<file path="src/rtl/maze_nav_ctrl_if.sv">
// Bundle of the maze navigation controller's signals: keys, frame sync, level
// size, wall-map read port and the status outputs.
//   master : the navigation controller (drives o_* signals)
//   slave  : the surrounding game (keys, renderer, wall map, display)
// The parameters must match those of the maze_nav_ctrl instance using it.
interface maze_nav_ctrl_if #(
    parameter int MAX_COL    = 64,
    parameter int MAX_ROW    = 48,
    parameter int NUM_LEVELS = 3,
    parameter int CNT_W      = 16
);
    localparam int COL_W  = $clog2(MAX_COL);
    localparam int ROW_W  = $clog2(MAX_ROW);
    localparam int LV_W   = (NUM_LEVELS > 1) ? $clog2(NUM_LEVELS) : 1;
    localparam int ADDR_W = $clog2(MAX_COL * MAX_ROW);

    logic              i_Start;
    logic              i_KeyValid;
    logic [3:0]        i_KeyDir;
    logic              i_FrameDone;
    logic [COL_W-1:0]  i_LvCols;
    logic [ROW_W-1:0]  i_LvRows;
    logic [ADDR_W-1:0] o_MapAddr;
    logic              o_MapRd;
    logic              i_MapWall;
    logic [LV_W-1:0]   o_Level;
    logic [COL_W-1:0]  o_PosX;
    logic [ROW_W-1:0]  o_PosY;
    logic              o_Running;
    logic              o_Done;
    logic              o_Bump;
    logic [CNT_W-1:0]  o_MoveCnt;

    modport master (
        input  i_Start, i_KeyValid, i_KeyDir, i_FrameDone, i_LvCols, i_LvRows, i_MapWall,
        output o_MapAddr, o_MapRd, o_Level, o_PosX, o_PosY, o_Running, o_Done, o_Bump,
        output o_MoveCnt
    );

    modport slave (
        output i_Start, i_KeyValid, i_KeyDir, i_FrameDone, i_LvCols, i_LvRows, i_MapWall,
        input  o_MapAddr, o_MapRd, o_Level, o_PosX, o_PosY, o_Running, o_Done, o_Bump,
        input  o_MoveCnt
    );
endinterface

</file>
<file path="src/rtl/maze_nav_ctrl.sv">
// Maze-game navigation controller. Holds game state, level index and player
// position; each key move is vetted against an external wall map through a
// 1-cycle read port, and an accepted move only lands on a frame-done pulse.
// Ports:
//   i_Clk  clock
//   i_Rst  asynchronous reset, active-low
//   bus    maze_nav_ctrl_if.master: keys, frame-done, level size, wall-map
//          read port (o_MapAddr/o_MapRd -> i_MapWall next cycle), and the
//          status outputs (level, position, running, done, bump, move count)
module maze_nav_ctrl #(
    parameter int MAX_COL    = 64,
    parameter int MAX_ROW    = 48,
    parameter int NUM_LEVELS = 3,
    parameter int CNT_W      = 16
) (
    input  logic            i_Clk,
    input  logic            i_Rst,
    maze_nav_ctrl_if.master bus
);
    localparam int COL_W  = $clog2(MAX_COL);
    localparam int ROW_W  = $clog2(MAX_ROW);
    localparam int LV_W   = (NUM_LEVELS > 1) ? $clog2(NUM_LEVELS) : 1;
    localparam int ADDR_W = $clog2(MAX_COL * MAX_ROW);

    localparam logic signed [COL_W:0] ONE_X = 1;
    localparam logic signed [ROW_W:0] ONE_Y = 1;

    typedef enum logic [2:0] {
        S_IDLE, S_LOAD, S_WAIT_KEY, S_CHECK, S_COMMIT, S_LV_CHECK, S_DONE
    } state_t;

    state_t             state_q, state_d;
    logic [LV_W-1:0]    level_q, level_d;
    logic [COL_W-1:0]   pos_x_q, pos_x_d;
    logic [ROW_W-1:0]   pos_y_q, pos_y_d;
    logic [COL_W-1:0]   tgt_x_q, tgt_x_d;
    logic [ROW_W-1:0]   tgt_y_q, tgt_y_d;
    logic [CNT_W-1:0]   cnt_q, cnt_d;
    logic [ADDR_W-1:0]  map_addr_q, map_addr_d;
    logic               bump_q, bump_d;

    logic               map_rd;
    logic               key_hit;
    logic               outside;
    logic               goal;
    logic               last_level;
    logic signed [COL_W:0] tx;
    logic signed [ROW_W:0] ty;
    logic [ADDR_W-1:0]  addr_calc;

    // Target cell, one bit wider and signed so a step off the top/left edge shows as -1.
    always_comb begin
        tx = $signed({1'b0, pos_x_q});
        ty = $signed({1'b0, pos_y_q});
        if (bus.i_KeyDir[3])      tx = tx - ONE_X;
        else if (bus.i_KeyDir[2]) ty = ty - ONE_Y;
        else if (bus.i_KeyDir[1]) ty = ty + ONE_Y;
        else if (bus.i_KeyDir[0]) tx = tx + ONE_X;
    end

    assign key_hit   = bus.i_KeyValid && (bus.i_KeyDir != 4'b0000);
    assign outside   = tx[COL_W] || ty[ROW_W]
                    || (tx >= $signed({1'b0, bus.i_LvCols}))
                    || (ty >= $signed({1'b0, bus.i_LvRows}));
    assign addr_calc = ADDR_W'(ty[ROW_W-1:0]) * ADDR_W'(bus.i_LvCols)
                     + ADDR_W'(tx[COL_W-1:0]);
    assign goal       = (pos_x_q == bus.i_LvCols - COL_W'(2))
                     && (pos_y_q == bus.i_LvRows - ROW_W'(2));
    assign last_level = (level_q == LV_W'(NUM_LEVELS - 1));

    always_comb begin
        state_d    = state_q;
        level_d    = level_q;
        pos_x_d    = pos_x_q;
        pos_y_d    = pos_y_q;
        tgt_x_d    = tgt_x_q;
        tgt_y_d    = tgt_y_q;
        cnt_d      = cnt_q;
        map_addr_d = map_addr_q;
        bump_d     = 1'b0;
        map_rd     = 1'b0;
        case (state_q)
            S_IDLE: begin
                if (bus.i_Start) state_d = S_LOAD;
            end
            S_LOAD: begin
                pos_x_d = COL_W'(1);
                pos_y_d = ROW_W'(1);
                state_d = S_WAIT_KEY;
            end
            S_WAIT_KEY: begin
                if (key_hit) begin
                    if (outside) begin
                        bump_d = 1'b1;
                    end else begin
                        // Read is issued this cycle so the wall bit arrives in CHECK.
                        map_rd     = 1'b1;
                        map_addr_d = addr_calc;
                        tgt_x_d    = tx[COL_W-1:0];
                        tgt_y_d    = ty[ROW_W-1:0];
                        state_d    = S_CHECK;
                    end
                end
            end
            S_CHECK: begin
                if (bus.i_MapWall) begin
                    bump_d  = 1'b1;
                    state_d = S_WAIT_KEY;
                end else begin
                    state_d = S_COMMIT;
                end
            end
            S_COMMIT: begin
                if (bus.i_FrameDone) begin
                    pos_x_d = tgt_x_q;
                    pos_y_d = tgt_y_q;
                    if (cnt_q != '1) cnt_d = cnt_q + CNT_W'(1);
                    state_d = S_LV_CHECK;
                end
            end
            S_LV_CHECK: begin
                if (goal && last_level) begin
                    state_d = S_DONE;
                end else if (goal) begin
                    level_d = level_q + LV_W'(1);
                    state_d = S_LOAD;
                end else begin
                    state_d = S_WAIT_KEY;
                end
            end
            S_DONE: begin
                if (bus.i_Start) begin
                    level_d = '0;
                    cnt_d   = '0;
                    state_d = S_IDLE;
                end
            end
            default: state_d = S_IDLE;
        endcase
    end

    always_ff @(posedge i_Clk or negedge i_Rst) begin
        if (!i_Rst) begin
            state_q    <= S_IDLE;
            level_q    <= '0;
            pos_x_q    <= '0;
            pos_y_q    <= '0;
            tgt_x_q    <= '0;
            tgt_y_q    <= '0;
            cnt_q      <= '0;
            map_addr_q <= '0;
            bump_q     <= 1'b0;
        end else begin
            state_q    <= state_d;
            level_q    <= level_d;
            pos_x_q    <= pos_x_d;
            pos_y_q    <= pos_y_d;
            tgt_x_q    <= tgt_x_d;
            tgt_y_q    <= tgt_y_d;
            cnt_q      <= cnt_d;
            map_addr_q <= map_addr_d;
            bump_q     <= bump_d;
        end
    end

    // The address is live in the request cycle and then held for the map's sake.
    assign bus.o_MapRd     = map_rd;
    assign bus.o_MapAddr   = map_rd ? addr_calc : map_addr_q;
    assign bus.o_Level     = level_q;
    assign bus.o_PosX      = pos_x_q;
    assign bus.o_PosY      = pos_y_q;
    assign bus.o_Running   = (state_q != S_IDLE) && (state_q != S_DONE);
    assign bus.o_Done      = (state_q == S_DONE);
    assign bus.o_Bump      = bump_q;
    assign bus.o_MoveCnt   = cnt_q;
endmodule
</file>
<file path="src/flat_wrapper.sv">
// flat-port wrapper written by rule: the top's interface ports become plain ports
module maze_nav_ctrl_flat 
#(
    parameter int MAX_COL    = 64,
    parameter int MAX_ROW    = 48,
    parameter int NUM_LEVELS = 3,
    parameter int CNT_W      = 16
)
  (i_Clk, i_Rst, bus_i_Start, bus_i_KeyValid, bus_i_KeyDir, bus_i_FrameDone, bus_i_LvCols, bus_i_LvRows, bus_i_MapWall, bus_o_MapAddr, bus_o_MapRd, bus_o_Level, bus_o_PosX, bus_o_PosY, bus_o_Running, bus_o_Done, bus_o_Bump, bus_o_MoveCnt);
  maze_nav_ctrl_if #(.MAX_COL(MAX_COL), .MAX_ROW(MAX_ROW), .NUM_LEVELS(NUM_LEVELS), .CNT_W(CNT_W)) bus_i ();
  input  logic i_Clk;
  input  logic i_Rst;
  input wire logic [$bits(bus_i.i_Start)-1:0] bus_i_Start;
  input wire logic [$bits(bus_i.i_KeyValid)-1:0] bus_i_KeyValid;
  input wire logic [$bits(bus_i.i_KeyDir)-1:0] bus_i_KeyDir;
  input wire logic [$bits(bus_i.i_FrameDone)-1:0] bus_i_FrameDone;
  input wire logic [$bits(bus_i.i_LvCols)-1:0] bus_i_LvCols;
  input wire logic [$bits(bus_i.i_LvRows)-1:0] bus_i_LvRows;
  input wire logic [$bits(bus_i.i_MapWall)-1:0] bus_i_MapWall;
  output wire logic [$bits(bus_i.o_MapAddr)-1:0] bus_o_MapAddr;
  output wire logic [$bits(bus_i.o_MapRd)-1:0] bus_o_MapRd;
  output wire logic [$bits(bus_i.o_Level)-1:0] bus_o_Level;
  output wire logic [$bits(bus_i.o_PosX)-1:0] bus_o_PosX;
  output wire logic [$bits(bus_i.o_PosY)-1:0] bus_o_PosY;
  output wire logic [$bits(bus_i.o_Running)-1:0] bus_o_Running;
  output wire logic [$bits(bus_i.o_Done)-1:0] bus_o_Done;
  output wire logic [$bits(bus_i.o_Bump)-1:0] bus_o_Bump;
  output wire logic [$bits(bus_i.o_MoveCnt)-1:0] bus_o_MoveCnt;
  assign bus_i.i_Start = bus_i_Start;
  assign bus_i.i_KeyValid = bus_i_KeyValid;
  assign bus_i.i_KeyDir = bus_i_KeyDir;
  assign bus_i.i_FrameDone = bus_i_FrameDone;
  assign bus_i.i_LvCols = bus_i_LvCols;
  assign bus_i.i_LvRows = bus_i_LvRows;
  assign bus_i.i_MapWall = bus_i_MapWall;
  assign bus_o_MapAddr = bus_i.o_MapAddr;
  assign bus_o_MapRd = bus_i.o_MapRd;
  assign bus_o_Level = bus_i.o_Level;
  assign bus_o_PosX = bus_i.o_PosX;
  assign bus_o_PosY = bus_i.o_PosY;
  assign bus_o_Running = bus_i.o_Running;
  assign bus_o_Done = bus_i.o_Done;
  assign bus_o_Bump = bus_i.o_Bump;
  assign bus_o_MoveCnt = bus_i.o_MoveCnt;
  maze_nav_ctrl #(.MAX_COL(MAX_COL), .MAX_ROW(MAX_ROW), .NUM_LEVELS(NUM_LEVELS), .CNT_W(CNT_W)) u_core (.i_Clk(i_Clk), .i_Rst(i_Rst), .bus(bus_i));
endmodule
</file>
<file path="config.mk">
export PLATFORM = sky130hd
export DESIGN_NAME = maze_nav_ctrl_flat
export DESIGN_NICKNAME = d
export VERILOG_FILES = /design/src/rtl/maze_nav_ctrl_if.sv /design/src/rtl/maze_nav_ctrl.sv /design/src/flat_wrapper.sv
export SDC_FILE = /design/constraint.sdc
export NUM_CORES = 1
export LEC_CHECK = 0
export CORE_ASPECT_RATIO = 1.25
export CORE_UTILIZATION = 56
export CTS_CLUSTER_DIAMETER = 100
export CTS_CLUSTER_SIZE = 24
export DETAILED_ROUTE_END_ITERATION = 12
export HOLD_SLACK_MARGIN = 0.06
export PLACE_DENSITY = 0.81
export SYNTH_ARGS = -nofsm -noshare
export SYNTH_HDL_FRONTEND = slang
export SYNTH_SLANG_ARGS = --single-unit
</file>
<file path="constraint.sdc">
create_clock -name i_Clk -period 21 [get_ports i_Clk]
set_input_delay 4.2 -clock i_Clk [delete_from_list [all_inputs] [get_ports i_Clk]]
set_output_delay 4.2 -clock i_Clk [all_outputs]
set_load 0.005 [all_outputs]
</file>
======== Yosys cells after proc, flatten, opt, wreduce, memory -nomap -nowiden ========
Cells that the tools add are included.
cells by class
  $add $sub $neg .......................... 9
  $mul .................................... 1
  $lt $le $gt $ge ......................... 2
  eq/ne operators ......................... 19
  mux-type cells .......................... 36
  bitwise operators ....................... 1
  reduce and logical (&&, ||, !) cells .... 18
operators by type and width
  cell                     number
  $mux W7                  7
  $mux W16                 3
  $pmux W16 S2             1
  $pmux W6 S2              2
  $mux W3                  7
  $pmux W3 S7              1
  $add A16 B1 Y16 const B  1
  $ne A16 B16 Y1 const B   1
  $add A6 B1 Y7 const B    2
  $ge A7 B7 Y1             2
  $sub A6 B1 Y7 const B    2
  $add A12 B6 Y12          1
  $eq A6 B6 Y1             2
  $mul A6 B6 Y12           1
  $mux W12                 1
  $mux W6                  2
  $sub A6 B2 Y6 const B    2
  $ne A2 B2 Y1 const B     5
  $eq A3 B3 Y1 const B     3
  $mux W2                  4
  $reduce_and A4 Y1        2
  $eq A3 B2 Y1 const B     2
  $mux W1                  6
  $ne A2 B1 Y1 const B     3
  16 further kinds         23
storage, ports and cells
  register bits ........................... 58
  input port bits ......................... 22
  output and inout port bits .............. 46
  logic and storage cells ................. 95

======== Longest topological paths before layout ========
  depth after elaboration ................. 12
  depth in mapped cells ................... 22
  depth with buffers taken out ............ 21

======== Least setup slack after synthesis ========
No wires, ideal clock.
  path type ............................... input -> output
  start ................................... input port bus_i_KeyDir[2]
  end ..................................... output port bus_o_MapAddr[11]
  arrival ................................. 8869 ps
  path slack .............................. 7931 ps
  cell stages on the path ................. 21
  cells stage by stage .................... buf_2 -> nor2b_1 -> a41oi_1 -> nor2_1 -> nand2_1 -> xnor2_1 -> and2_1 -> fa_1 -> inv_1 -> fa_1 -> inv_1 -> fa_1 -> inv_1 -> fa_1 -> inv_1 -> ha_1 -> or4_1 -> o22ai_1 -> nand4b_1 -> nand3_1 -> mux2_1
RTL lines
  what                                                    RTL line              source
  from (decl)                                             flat_wrapper.sv:15    input wire logic [$bits(bus_i.i_KeyDir)-1:0] bus_i_KeyDir;
  $mux W7 *                                               maze_nav_ctrl.sv:56   else if (bus.i_KeyDir[2]) ty = ty - ONE_Y;
  $mux W7 *                                               maze_nav_ctrl.sv:55   if (bus.i_KeyDir[3]) tx = tx - ONE_X;
  via u_core.ty[5]                                        maze_nav_ctrl.sv:48   logic signed [ROW_W:0] ty;
  branches (longest 5 deep; another with $mul A6 B6 Y12)  --
  $mux W12 *                                              maze_nav_ctrl.sv:168  assign bus.o_MapAddr = map_rd ? addr_calc : map_addr_q;
  to (decl)                                               flat_wrapper.sv:20    output wire logic [$bits(bus_i.o_MapAddr)-1:0] bus_o_MapAddr;
Mark *: on every way through the listed nets, which the timed path passes.

======== Final worst setup path ========
  start ................................... input port bus_i_KeyDir[2]
  end ..................................... output port bus_o_MapAddr[10]
The elaborated chain is that of the path after synthesis.

==> impl_metrics.tcl <==
set metrics [dict create \
    status "completed" \
    numPlacedInstances 695 \
    vias_per_cell 5.726 \
    track_usage 0.2676 \
    crit_type "input pin to output pin" \
    maxSlewViolCount 0 \
    peakVddDrop_mv 0.07394 \
    synth_top_area_frac 0.2949 \
    ys_warn_count 0 \
    finClkSkew_ns 0.01011 \
    cp_top_family "adder cells" \
    hold_viol 0 \
    clkTransAtPathRegs_ns 0.06 \
    synth_edf_count 0 \
    vias 4071 \
    drt_pass1_iterations 4 \
    yosys.cell_types.count 59 \
    clock_sinks 58 \
    syn_inst 528 \
    portBuffers 67 \
    drv_cap 0 \
    ys_seq_area_frac 0.2949 \
    grt_pass1_vias 3976 \
    synth_top_area_cell "dfrtp_1" \
    drt_iter0_markers 246 \
    finalCriticalPeriod_ns 14.45 \
    drt_wl_total_um 11420 \
    layoutNonFillerInstCount 711 \
    syn_avg_cell_area_sq_um 9.320 \
    worst_slew_margin_rel 0.3194 \
    die_area_sq_um 9169 \
    grt_pass1_wl_um 19040 \
    setup_tns_ns 0 \
    yosysMostFrequentCell "dfrtp_1" \
    rsz0062_at_grt "no" \
    grt-ovfl-total 0 \
    powerDensity_nw_per_um2 116.8 \
    routedWlPerCell_um 16.06 \
    setup_viol 0 \
    die_w_um 85.85 \
    area_growth_pct 19.30 \
    antenna_found_initial 0 \
    cts_buffers 9 \
    cts_setup_buffers 0 \
    route.detailed.drc 0 \
    fp.dieH_um 106.8 \
    clk_latency_ns 0.35 \
    cts.path.max_buffers 2 \
    cp_num_buf_inv 6 \
    yosys_most_used_dff "dfrtp_1" \
    post-route-period-util 0.6881 \
    cp_data_required_time_ns 16.80 \
    cts_tree "built" \
    syn_area_sq_um 4921 \
    yosys_register_bits 58 \
    finalInstanceArea_sq_um 5871 \
    worst_slew_pin_slew_ns 1.008 \
    power.total_uw 685.9 \
    syn-num-nets 620 \
    coreArea_sq_um 8379 \
    clock.fmax_mhz 69.20 \
    h-tree-depth 3 \
    cp_max_fo 10 \
    grt_max_degree 59 \
    crit_slowest_cell "clkdlybuf4s50_1" \
    cp.arrival_ns 10.25 \
    leakage_uw 0.002816 \
    antenna_cells 0 \
    place_area_sq_um 5652 \
    antenna_left 0 \
    hold_class "flop to flop" \
    final_nets 681 \
    synth_area_leaders "dfrtp_1, ha_1, fa_1" \
    rows 37 \
    ctsHoldBuffers 0 \
    startpoint_type "input pin" \
    hpwl_um 8784 \
    ioPinCount 68 \
    cts_root_buffer "clkbuf_8" \
    cp-end-kind "output pin" \
    critPathMaxStageDelay_ns 0.56 \
    drive_gt1_frac 0.05387 \
    async_flop_share 1.000 \
    place_congestion 0.8900 \
    whs_ns 0.4832 \
    crit_path_cell_trace "clkdlybuf4s50_1 -> nor2b_1 -> a41oi_1 -> nor2_1 -> nand2_1 -> xnor2_1 -> and2_1 -> fa_1 -> inv_1 -> fa_1 -> inv_1 -> fa_1 -> inv_1 -> fa_1 -> inv_1 -> ha_1 -> nand3_1 -> o211ai_1 -> o31ai_1 -> nor2b_1 -> o31ai_1 -> mux2_1 -> clkdlybuf4s50_1" \
    initial_utilization 0.5873 \
    post_cts_resized 0 \
    synth.top_cells.by_count "dfrtp_1, nand2_1, ha_1" \
]
worst paths after layout:
path | startpoint | to | slack, ns | cells past startpoint
worst max-delay path | bus_i_KeyDir[2] | bus_o_MapAddr[10] | 6.55 | 23
worst min-delay path | u_core.map_addr_q[1] | u_core.map_addr_q[1] | 0.48 | 1
worst max register to register | u_core.bus.o_PosY[0] | u_core.map_addr_q[10] | 15.35 | 19
worst min register to register | u_core.map_addr_q[1] | u_core.map_addr_q[1] | 0.48 | 1
max in group asynchronous | i_Rst | u_core.bus.o_Bump | 16.50 | 2
min in group asynchronous | i_Rst | u_core.bus.o_MoveCnt[11] | 4.00 | 2
sequential cells by signal, summed over array words and instances, names as in the netlist:
signal,flops
u_core.bus.o_MoveCnt,16
u_core.state_q,3
u_core.bus.o_PosY,6
u_core.bus.o_Bump,1
u_core.tgt_y_q,6
u_core.map_addr_q,12
u_core.bus.o_PosX,6
u_core.bus.o_Level,2
u_core.tgt_x_q,6
stage by stage:
step	setup slack (ns)	util
2_1_floorplan	7.931	-
3_3_place_gp	6.712	0.6745
3_5_place_dp	6.567	0.6745
4_1_cts	6.545	0.7006
5_1_grt	6.192	0.7006
6_report	6.550	0.7006
layout make-up:
type	instances	area, sq um
fill	686	2509
tap	117	146.4
clock inverter	5	77.57
multi-input combinational	403	3193
inverter	48	180.2
sequential	58	1451
clock buffer	11	141.4
timing repair buffer	69	680.7
layout by cell type, fill, tap and decap left out, types with 4 or more instances in the layout:
| cell type | instances |
|---|---|
| nand4_1 | 9 |
| nor2_1 | 44 |
| nor4_1 | 4 |
| dfrtp_1 | 58 |
| inv_1 | 48 |
| clkbuf_8 | 10 |
| mux2_1 | 20 |
| o21a_1 | 4 |
| nand2_1 | 51 |
| a211oi_1 | 6 |
| o21ai_0 | 28 |
| fa_1 | 20 |
| and4_1 | 5 |
| xor2_1 | 20 |
| mux2_2 | 4 |
| ha_1 | 50 |
| nor2b_1 | 8 |
| a21oi_1 | 13 |
| nor3_1 | 5 |
| and2_1 | 17 |
| xnor2_1 | 19 |
| nand3_1 | 15 |
| clkdlybuf4s50_1 | 66 |
power by group:
group / switching, uW / total [uW] / internal [uW] / leakage, uW
Clock: 45.1 / 115 / 69.6 / 0.000109
Combinational: 207 / 392 / 185 / 0.00194
Sequential: 35.7 / 179 / 143 / 0.000768
cells by family after synthesis:
family                     after synthesis  synth area share
AOI/OAI and AO/OA                       83            0.1081
xor gates and xnor gates                40           0.07272
adders and majority gates               70            0.2085
buffers and inverters                   67           0.05721
DFF                                     58            0.2949
muxes                                   27           0.06102
and+or+nand+nor                        183            0.1976
layer usage:
layer	track usage	vias up	wire, um
met5	0	-	0
met1	0.3508	1983	4811
met4	0.1000	0	267
li1	-	1941	-
met3	0.05158	25	609
met2	0.4394	122	5733
(Power assumes the default switching activity.)
